### config.mk
export PLATFORM = sky130hd
export DESIGN_NAME = beta_pc_unit
export DESIGN_NICKNAME = d
export VERILOG_FILES = /design/src/rtl/beta_pkg.sv /design/src/rtl/beta_next_pc.sv /design/src/rtl/beta_pc_unit.sv
export SDC_FILE = /design/constraint.sdc
export NUM_CORES = 1
export LEC_CHECK = 0
export ABC_AREA = 1
export CORE_ASPECT_RATIO = 0.8
export CORE_UTILIZATION = 35
export CTS_CLUSTER_DIAMETER = 120
export DETAILED_ROUTE_END_ITERATION = 6
export PLACE_DENSITY = 0.72
export SLEW_MARGIN = 20
export SYNTH_ARGS = -nofsm -noshare
export SYNTH_HDL_FRONTEND = slang
export SYNTH_SLANG_ARGS = --single-unit
### constraint.sdc
create_clock -name clk -period 3.45 [get_ports clk]
set_input_delay 0.345 -clock clk [delete_from_list [all_inputs] [get_ports clk]]
set_output_delay 0.345 -clock clk [all_outputs]
set_load 0.02 [all_outputs]
### src/rtl/beta_pkg.sv
// Shared definitions for the Beta PC unit.
// Holds the reset and trap vector addresses, the next-PC select encoding,
// and the branch-offset helper that sign-extends and word-scales a literal.
package beta_pkg;

  localparam logic [31:0] RESET_ADDR = 32'h8000_0000;
  localparam logic [31:0] ILLOP_ADDR = 32'h8000_0004;
  localparam logic [31:0] XADR_ADDR  = 32'h8000_0008;

  typedef enum logic [2:0] {
    PCSEL_INC   = 3'd0,
    PCSEL_BR    = 3'd1,
    PCSEL_JMP   = 3'd2,
    PCSEL_ILLOP = 3'd3,
    PCSEL_XADR  = 3'd4
  } pcsel_e;

  // Byte offset of a branch literal, truncated to the 31 address bits
  // that take part in PC arithmetic (bit 31 is the supervisor flag).
  function automatic logic [30:0] br_offset(input logic [15:0] lit);
    return {{13{lit[15]}}, lit, 2'b00};
  endfunction

endpackage

### src/rtl/beta_next_pc.sv
// Combinational next-PC candidate computation for the Beta PC unit.
// Ports:
//   pc        current PC (bit 31 = supervisor)
//   pcsel     next-PC select from control (5..7 behave as ILLOP)
//   lit       branch literal of the current instruction
//   jt        jump target (Reg[Ra])
//   pc_plus4  PC+4 with the supervisor bit carried through
//   pc_next   selected next PC, before reset/stall/interrupt priority
module beta_next_pc
  import beta_pkg::*;
(
  input  logic [31:0] pc,
  input  logic [2:0]  pcsel,
  input  logic [15:0] lit,
  input  logic [31:0] jt,
  output logic [31:0] pc_plus4,
  output logic [31:0] pc_next
);

  logic [30:0] inc_low;
  logic [31:0] br_target;
  logic [31:0] jmp_target;

  // Address arithmetic wraps inside bits 30:0 so it can never change mode.
  assign inc_low   = pc[30:0] + 31'd4;
  assign pc_plus4  = {pc[31], inc_low};
  assign br_target = {pc[31], inc_low + br_offset(lit)};

  // A jump may drop the supervisor bit but can never set it.
  assign jmp_target = {pc[31] & jt[31], jt[30:2], 2'b00};

  always_comb begin
    pc_next = ILLOP_ADDR;
    case (pcsel)
      PCSEL_INC:   pc_next = pc_plus4;
      PCSEL_BR:    pc_next = br_target;
      PCSEL_JMP:   pc_next = jmp_target;
      PCSEL_ILLOP: pc_next = ILLOP_ADDR;
      PCSEL_XADR:  pc_next = XADR_ADDR;
      default:     pc_next = ILLOP_ADDR;
    endcase
  end

endmodule

### src/rtl/beta_pc_unit.sv
// Program counter and next-address unit for the Beta processor.
// Holds the PC (bit 31 = supervisor), latches external interrupts, and
// counts retired instructions.
// Ports:
//   clk, reset   clock and synchronous active-high reset
//   stall        hold PC and counter this cycle
//   pcsel        next-PC select (see beta_pkg::pcsel_e)
//   lit, jt      branch literal and jump target
//   irq          level-sensitive external interrupt request
//   ia           current PC to instruction memory
//   pc_plus4     PC+4 of the current instruction
//   take_irq     interrupt taken this cycle
//   instr_count  retired-instruction counter
module beta_pc_unit
  import beta_pkg::*;
(
  input  logic        clk,
  input  logic        reset,
  input  logic        stall,
  input  logic [2:0]  pcsel,
  input  logic [15:0] lit,
  input  logic [31:0] jt,
  input  logic        irq,
  output logic [31:0] ia,
  output logic [31:0] pc_plus4,
  output logic        take_irq,
  output logic [31:0] instr_count
);

  logic [31:0] pc;
  logic [31:0] pc_next;
  logic        irq_pending;

  beta_next_pc u_next_pc (
    .pc       (pc),
    .pcsel    (pcsel),
    .lit      (lit),
    .jt       (jt),
    .pc_plus4 (pc_plus4),
    .pc_next  (pc_next)
  );

  // Interrupts are deferred while in supervisor mode and while stalled.
  assign take_irq = irq_pending & ~pc[31] & ~stall & ~reset;
  assign ia       = pc;

  always_ff @(posedge clk) begin
    if (reset) begin
      pc          <= RESET_ADDR;
      irq_pending <= 1'b0;
      instr_count <= 32'd0;
    end else begin
      if (!stall) begin
        pc <= take_irq ? XADR_ADDR : pc_next;
      end
      // Taking the interrupt consumes it; a new request re-arms afterwards.
      if (take_irq) begin
        irq_pending <= 1'b0;
      end else if (irq) begin
        irq_pending <= 1'b1;
      end
      if (!stall && !take_irq) begin
        instr_count <= instr_count + 32'd1;
      end
    end
  end

endmodule

==> results_dict.tcl, run 1 <==
set metrics [dict create \
    outcome "finished clean" \
    ant_nets 0 \
    hold_violations 0 \
    slew_viol_final 0 \
    pre_cts_slack_ns 0.208 \
    synthFlopType "dfxtp_1" \
    cts_hold_buffers 0 \
    startpoint_type "register" \
    setup_viol 0 \
    async_reset_ff_frac 0 \
    grt_pass1_vias 6804 \
    regArea_um2 1270 \
    area_growth_pct 33.7 \
    nets 1355 \
    cts_sinks 63 \
    syn_area_um2 6400 \
    num_io_pins 152 \
    clock_latency_ns 0.33 \
    synth_seq_area_share 0.197 \
    place_hpwl_um 18100 \
    worst_pin_slew_ns 0.679 \
    grtUsageTotal 0.240 \
    synth_seq_cells 63 \
    root_buffer "clkbuf_16" \
    io_buffers 145 \
    end_kind "register" \
    setup_ws_ns 0.217 \
    worstSetupPathType "reg2reg" \
    vias 7537 \
    multiInputGateArea_um2 4440 \
    die_width_um 153 \
    synthCells 1103 \
    p_leak_uw 0.00389 \
    drive_gt1_frac 0.0946 \
    chipHeight_um 123 \
    min_period_ns 3.23 \
    gp_congestion 0.975 \
    drc 0 \
    antenna_cells 0 \
    fp.coreArea_um2 17600 \
    power_density_nw_per_um2 247 \
    crit_fanout 5 \
    worstPathArrival_ns 3.43 \
    maxCapViolCount 0 \
    clk_pin_slew_worst_paths_ns 0.06 \
    cts.path.max_buffers 2 \
    drt_iter0_drc 580 \
    synth-edff-count 0 \
    final.period_utilization 0.937 \
    die_area_um2 18800 \
    nFillCells 1843 \
    wire_per_inst_um 15.1 \
    peakVddDrop_mv 0.198 \
    antenna_found_initial 0 \
    skew_ns 0.0106 \
    grt_pass1_wl_um 35500 \
    relSlewSlack 0.546 \
    hold_path_class "in2reg" \
    grt_start_max_net_pins 46 \
    setup_tns_ns 0 \
    rsz0062_at_grt "no" \
    grt.overflow.total 0 \
    worstPathRequired_ns 3.64 \
    first_pass_iters 6 \
    max_freq_mhz 309 \
    numCtsBuffers 9 \
    syn_area_per_cell_um2 5.80 \
    cts_tree "built" \
    vias_per_cell 5.04 \
    h-tree-depth 3 \
    rows 43 \
    ys_warn_count 0 \
    totalWireLength_um 22600 \
    start_util 0.364 \
    synth_cell_types 50 \
]
==> state kept, by name (all words and copies together), names as in the netlist <==
signal	cells
ia	30
instr_count	32
irq_pending	1
==> cell usage after synthesis (all sizes together) (2+ instances only) <==
| library cell | number | area share |
|---|---|---|
| o21a | 5 | 0.0059 |
| a211oi | 3 | 0.0035 |
| o21ai | 35 | 0.029 |
| nor2 | 107 | 0.076 |
| ha | 35 | 0.068 |
| nor3 | 29 | 0.028 |
| a21o | 3 | 0.0035 |
| clkbuf | 12 | 0.0070 |
| nand4 | 18 | 0.019 |
| or2 | 7 | 0.0068 |
| xor2 | 20 | 0.029 |
| a21boi | 3 | 0.0035 |
| o211ai | 2 | 0.0023 |
| buf | 12 | 0.012 |
| and2 | 4 | 0.0043 |
| nand2 | 379 | 0.23 |
| nand3b | 4 | 0.0047 |
| nor4 | 5 | 0.0049 |
| o21bai | 7 | 0.0088 |
| a21oi | 77 | 0.064 |
| nand3 | 97 | 0.079 |
| dfxtp | 63 | 0.20 |
| xnor2 | 6 | 0.011 |
| inv | 165 | 0.097 |
==> final timing paths <==
check	start	end	slack, ns	cells after the start
hold / removal	reset	instr_count[6]$_SDFFE_PP0P_	0.38	4
setup reg to reg	ia[3]$_SDFFE_PP0N_	ia[16]$_SDFFE_PP0N_	0.22	19
setup / recovery	ia[3]$_SDFFE_PP0N_	ia[16]$_SDFFE_PP0N_	0.22	19
hold reg to reg	instr_count[30]$_SDFFE_PP0P_	instr_count[30]$_SDFFE_PP0P_	0.50	2
==> critical path, cell delays in order, from the launching register on <==
cell	delay [ns]
dfxtp_1	0.34
ha_1	0.20
nand2_2	0.08
nor2_4	0.15
nand2_4	0.12
nor2_8	0.16
xor2_1	0.20
inv_1	0.12
ha_1	0.38
nand2_1	0.07
inv_1	0.09
nand2_1	0.12
nor3_1	0.36
a21oi_1	0.22
inv_1	0.09
nand2_1	0.05
nand3_1	0.06
nand3_1	0.13
nand2_1	0.11
a21oi_2	0.05
==> layer usage <==
metal / track usage / vias to the layer above / wire length [µm]
met5: 0 / - / 0
met4: 0.0442 / 0 / 242
met3: 0.0568 / 18 / 2060
met2: 0.361 / 322 / 9240
met1: 0.348 / 3348 / 11100
li1: - / 3849 / -
==> logic make-up (layout without fill, tap and decap cells) <==
| group | count (synthesis) | count (layout) | share of synthesized area |
|---|---|---|---|
| buffers and inverters | 189 | 352 | 0.116 |
| AOI/OAI and AO/OA | 136 | 136 | 0.122 |
| DFF | 63 | 63 | 0.197 |
| xor gates and xnor gates | 26 | 26 | 0.0391 |
| adders and majority gates | 36 | 36 | 0.0716 |
| other | 1 | 4 | 0.000586 |
| and+or+nand+nor | 652 | 652 | 0.454 |
==> cells in the final DEF (no fill, tap or decap), types with 13 or more instances in the layout <==
cell | Yosys | final
clkdlybuf4s50_1 | 0 | 144
inv_2 | 13 | 13
nand2_1 | 372 | 372
xor2_1 | 19 | 19
nand4_1 | 17 | 17
buf_4 | 7 | 26
nand3_1 | 94 | 94
nor3_1 | 24 | 22
ha_1 | 35 | 33
a21oi_1 | 71 | 71
inv_1 | 151 | 151
dfxtp_1 | 63 | 59
o21ai_0 | 27 | 27
nor2_1 | 93 | 89
==> power by group <==
group / internal (µW) / total [µW] / leakage, µW / switching [µW]
Clock: 568 / 928 / 0.000143 / 361
Combinational: 176 / 431 / 0.00324 / 255
Sequential: 739 / 754 / 0.000511 / 14.9
==> metrics by stage <==
stage	area (µm²)	hold slack, ns	util	total power (µW)	cells
after floorplan	6410	0.474	-	1010	1106
after detailed placement	8200	0.488	0.466	1190	1476
after global routing	8550	0.370	0.486	2210	1494
final	8550	0.379	0.486	2110	1494
after global placement	8200	0.473	0.466	1190	1476
after CTS	8510	0.362	0.484	2130	1492
==> repair_timing <==
| item | 4_1_cts | 5_1_grt |
|---|---|---|
| gates resized for setup | 0 | 12 |
| setup endpoints to repair | 0 | 13 |
| setup buffers | 0 | 2 |
==> area by class of cell <==
cell class / count / area share
inverters: 165 / 0.0727
clock inverters: 7 / 0.00936
repair buffers: 171 / 0.192
flip-flops and latches: 63 / 0.148
clock buffers: 9 / 0.0263
multi-input cells: 854 / 0.519
well taps: 225 / 0.0329
(Power assumes the default switching activity.)
==> inputs of run 2 (changes only) <==
--- a/config.mk
+++ b/config.mk
@@ -7,10 +7,10 @@
 export LEC_CHECK = 0
 export ABC_AREA = 1
 export CORE_ASPECT_RATIO = 0.8
-export CORE_UTILIZATION = 35
+export CORE_UTILIZATION = 30
 export CTS_CLUSTER_DIAMETER = 120
 export DETAILED_ROUTE_END_ITERATION = 6
-export PLACE_DENSITY = 0.72
+export PLACE_DENSITY = 0.65
 export SLEW_MARGIN = 20
 export SYNTH_ARGS = -nofsm -noshare
 export SYNTH_HDL_FRONTEND = slang
==> constraint.sdc (replaced) <==
create_clock -name clk -period 3.6 [get_ports clk]
set_input_delay 0.36 -clock clk [delete_from_list [all_inputs] [get_ports clk]]
set_output_delay 0.36 -clock clk [all_outputs]
set_load 0.02 [all_outputs]
==> run 2 against run 1 <==
  * Hold slack better by 0.0087 ns
  * Wire length is 0.90% higher
  * Non-clock buffer count is 10 lower
  * Sequential share of layout area hardly changed
  * The flow now finishes with violations (design-rule violations)
  * Final area is 0.18% lower
  * Count of clock-buffer cells in the layout stayed put
  * Core utilization is 7.6 points lower
  * Clock power is 4.0% higher
  * Via count is 0.73% lower
  * Largest power group unchanged
  * Sequential cell count stayed put
==> results_dict.tcl, run 2 (synthesis results as in run 1) <==
set metrics [dict create \
    outcome "complete, but fails checks" \
    violations "design-rule violations" \
    rr_startpoint "ia[7]$_SDFFE_PP0N_" \
    grt_start_max_net_pins 46 \
    skew_ns 0.0106 \
    mostFrequentLayoutCells "372 x nand2_1, 151 x inv_1, 144 x clkdlybuf4s50_1" \
    start_util 0.307 \
    placedCellCount 1512 \
    crit_buf_inv 1 \
    antenna_found_initial 0 \
    maxCapViolCount 0 \
    drt_iter0_drc 617 \
    regToRegSetupSlack_ns 0.31 \
    regMostFlops "instr_count" \
    clk_pin_slew_worst_paths_ns 0.06 \
    nets 1345 \
    wire_per_inst_um 14.9 \
    worstHoldStart "reset" \
    numCtsBuffers 9 \
    first_pass_iters 7 \
    p_leak_uw 0.00386 \
    grt_pass1_vias 6761 \
    crit_fanout 5 \
    gp_congestion 0.939 \
    setup_ws_ns 0.306 \
    layout.cells.non_filler 1528 \
    drive_gt1_frac 0.0810 \
    largest_register_ffs 32 \
    place_hpwl_um 18200 \
    crit_top_cell "nand2_1" \
    slowest_delay_ns 0.45 \
    min_period_ns 3.29 \
    cts_post_setup_buffers_inserted 0 \
    root_buffer "clkbuf_16" \
    h-tree-depth 3 \
    chipHeight_um 133 \
    area_growth_pct 33.4 \
    end_kind "register" \
    io_buffers 145 \
    rsz0062_at_grt "no" \
    antenna_cells 0 \
    worstPathArrival_ns 3.48 \
    relSlewSlack 0.430 \
    totalWireLength_um 22800 \
    pre_cts_slack_ns 0.309 \
    peakVddDrop_mv 0.279 \
    max_freq_mhz 304 \
    crit_family "simple AND/OR/NAND/NOR gates" \
    die_width_um 165 \
    grtUsageTotal 0.208 \
    worstSetupPathType "reg2reg" \
    grt_pass1_wl_um 35700 \
    rows 47 \
    power_density_nw_per_um2 246 \
    hold_path_class "in2reg" \
    worst_pin_slew_ns 0.854 \
    hold_violations 0 \
    clock_latency_ns 0.33 \
    crit_start "ia[7]$_SDFFE_PP0N_" \
    setup_tns_ns 0 \
    setup_viol 0 \
    drc 20 \
    num_io_pins 152 \
    fp.coreArea_um2 20800 \
    vias 7482 \
    final.period_utilization 0.915 \
    worstPathRequired_ns 3.78 \
    vias_per_cell 4.90 \
    slew_viol_final 0 \
    die_area_um2 21900 \
    ant_nets 0 \
    cts_tree "built" \
    startpoint_type "register" \
    whs_ns 0.388 \
    path_cells "nand2_1 -> nor2_1 -> nand2_1 -> nor2_1 -> xor2_1 -> ha_1 -> nand2_1 -> inv_1 -> nand2_1 -> nor3_1 -> nand3_1 -> nand3_1 -> nand2_1 -> nand3_1 -> nand2_1 -> nand2_1 -> a21oi_1" \
    cts.path.max_buffers 2 \
    final_common_cell "nand2_1" \
    slowest_stage "dfxtp_1" \
    grt.overflow.total 0 \
    cts_sinks 63 \
]
==> run 2: cell types whose count changed in the layout (fill, tap and decap cells not counted) <==
cell        before  now
buf_4           26   16
dfxtp_1         59   62
dfxtp_2          4    1
clkinv_4         1    3
clkinvlp_4       2    0
ha_1            33   35
ha_2             2    0
nor2_1          89   91
nor2_2          11    9
bufinv_16        1    2
inv_6            3    2
nor3_1          22   23
nor3_2           5    4
==> run 2: repair_timing <==
| action | in CTS | in global routing |
|---|---|---|
| hold buffers | 0 | 0 |
| endpoints found under the setup margin | 0 | 6 |
| endpoints found under the hold margin | 0 | 0 |
| resized for setup | 0 | 4 |
==> run 2: final cells by class <==
class                           instances  area (µm²)
Inverter                              165         622
Clock buffer                            9         225
Sequential cell                        63        1260
Timing Repair Buffer                  161        1570
Tap cell                              269         337
Multi-Input combinational cell        854        4420
Fill cell                            2258       12300
Clock inverter                          7         104
==> run 2: stage by stage <==
| step | cell area [µm²] | total power (µW) | utilization |
|---|---|---|---|
| final | 8540 | 2100 | 0.410 |
| after global routing | 8540 | 2190 | 0.410 |
| after CTS | 8530 | 2120 | 0.410 |
| after detailed placement | 8200 | 1140 | 0.394 |
| after global placement | 8200 | 1140 | 0.394 |
| after floorplan | 6410 | 969 | - |
==> run 2: power breakdown <==
group	leakage, µW	total, µW	internal (µW)	switching, µW
registers	0.000510	722	708	14.2
logic	0.00319	412	166	245
clock network	0.000161	965	615	350
total	0.00386	2100	1490	610
==> run 2: path summary, 6_finish.rpt <==
kind                                               endpoint  cells past startpoint
worst max-delay path                    ia[24]$_SDFFE_PP0N_                     17
worst min-delay path            instr_count[6]$_SDFFE_PP0P_                      4
worst min register to register  instr_count[4]$_SDFFE_PP0P_                      2
worst max register to register          ia[24]$_SDFFE_PP0N_                     17
==> run 2: per-layer routing <==
metal  share of wire  wire length, µm  up-vias  track usage
met5               0                0        -            0
met4          0.0068              155        0       0.0285
met3           0.088             2010       15       0.0492
met2            0.41             9370      280        0.305
met1            0.49            11300     3364        0.310
li1                -                -     3823            -
==> run 2: tightest hold or removal path: cells and delay by family <==
family	cells	cell delay, ns
simple gates	2	0.11
buf+inv	2	0.20
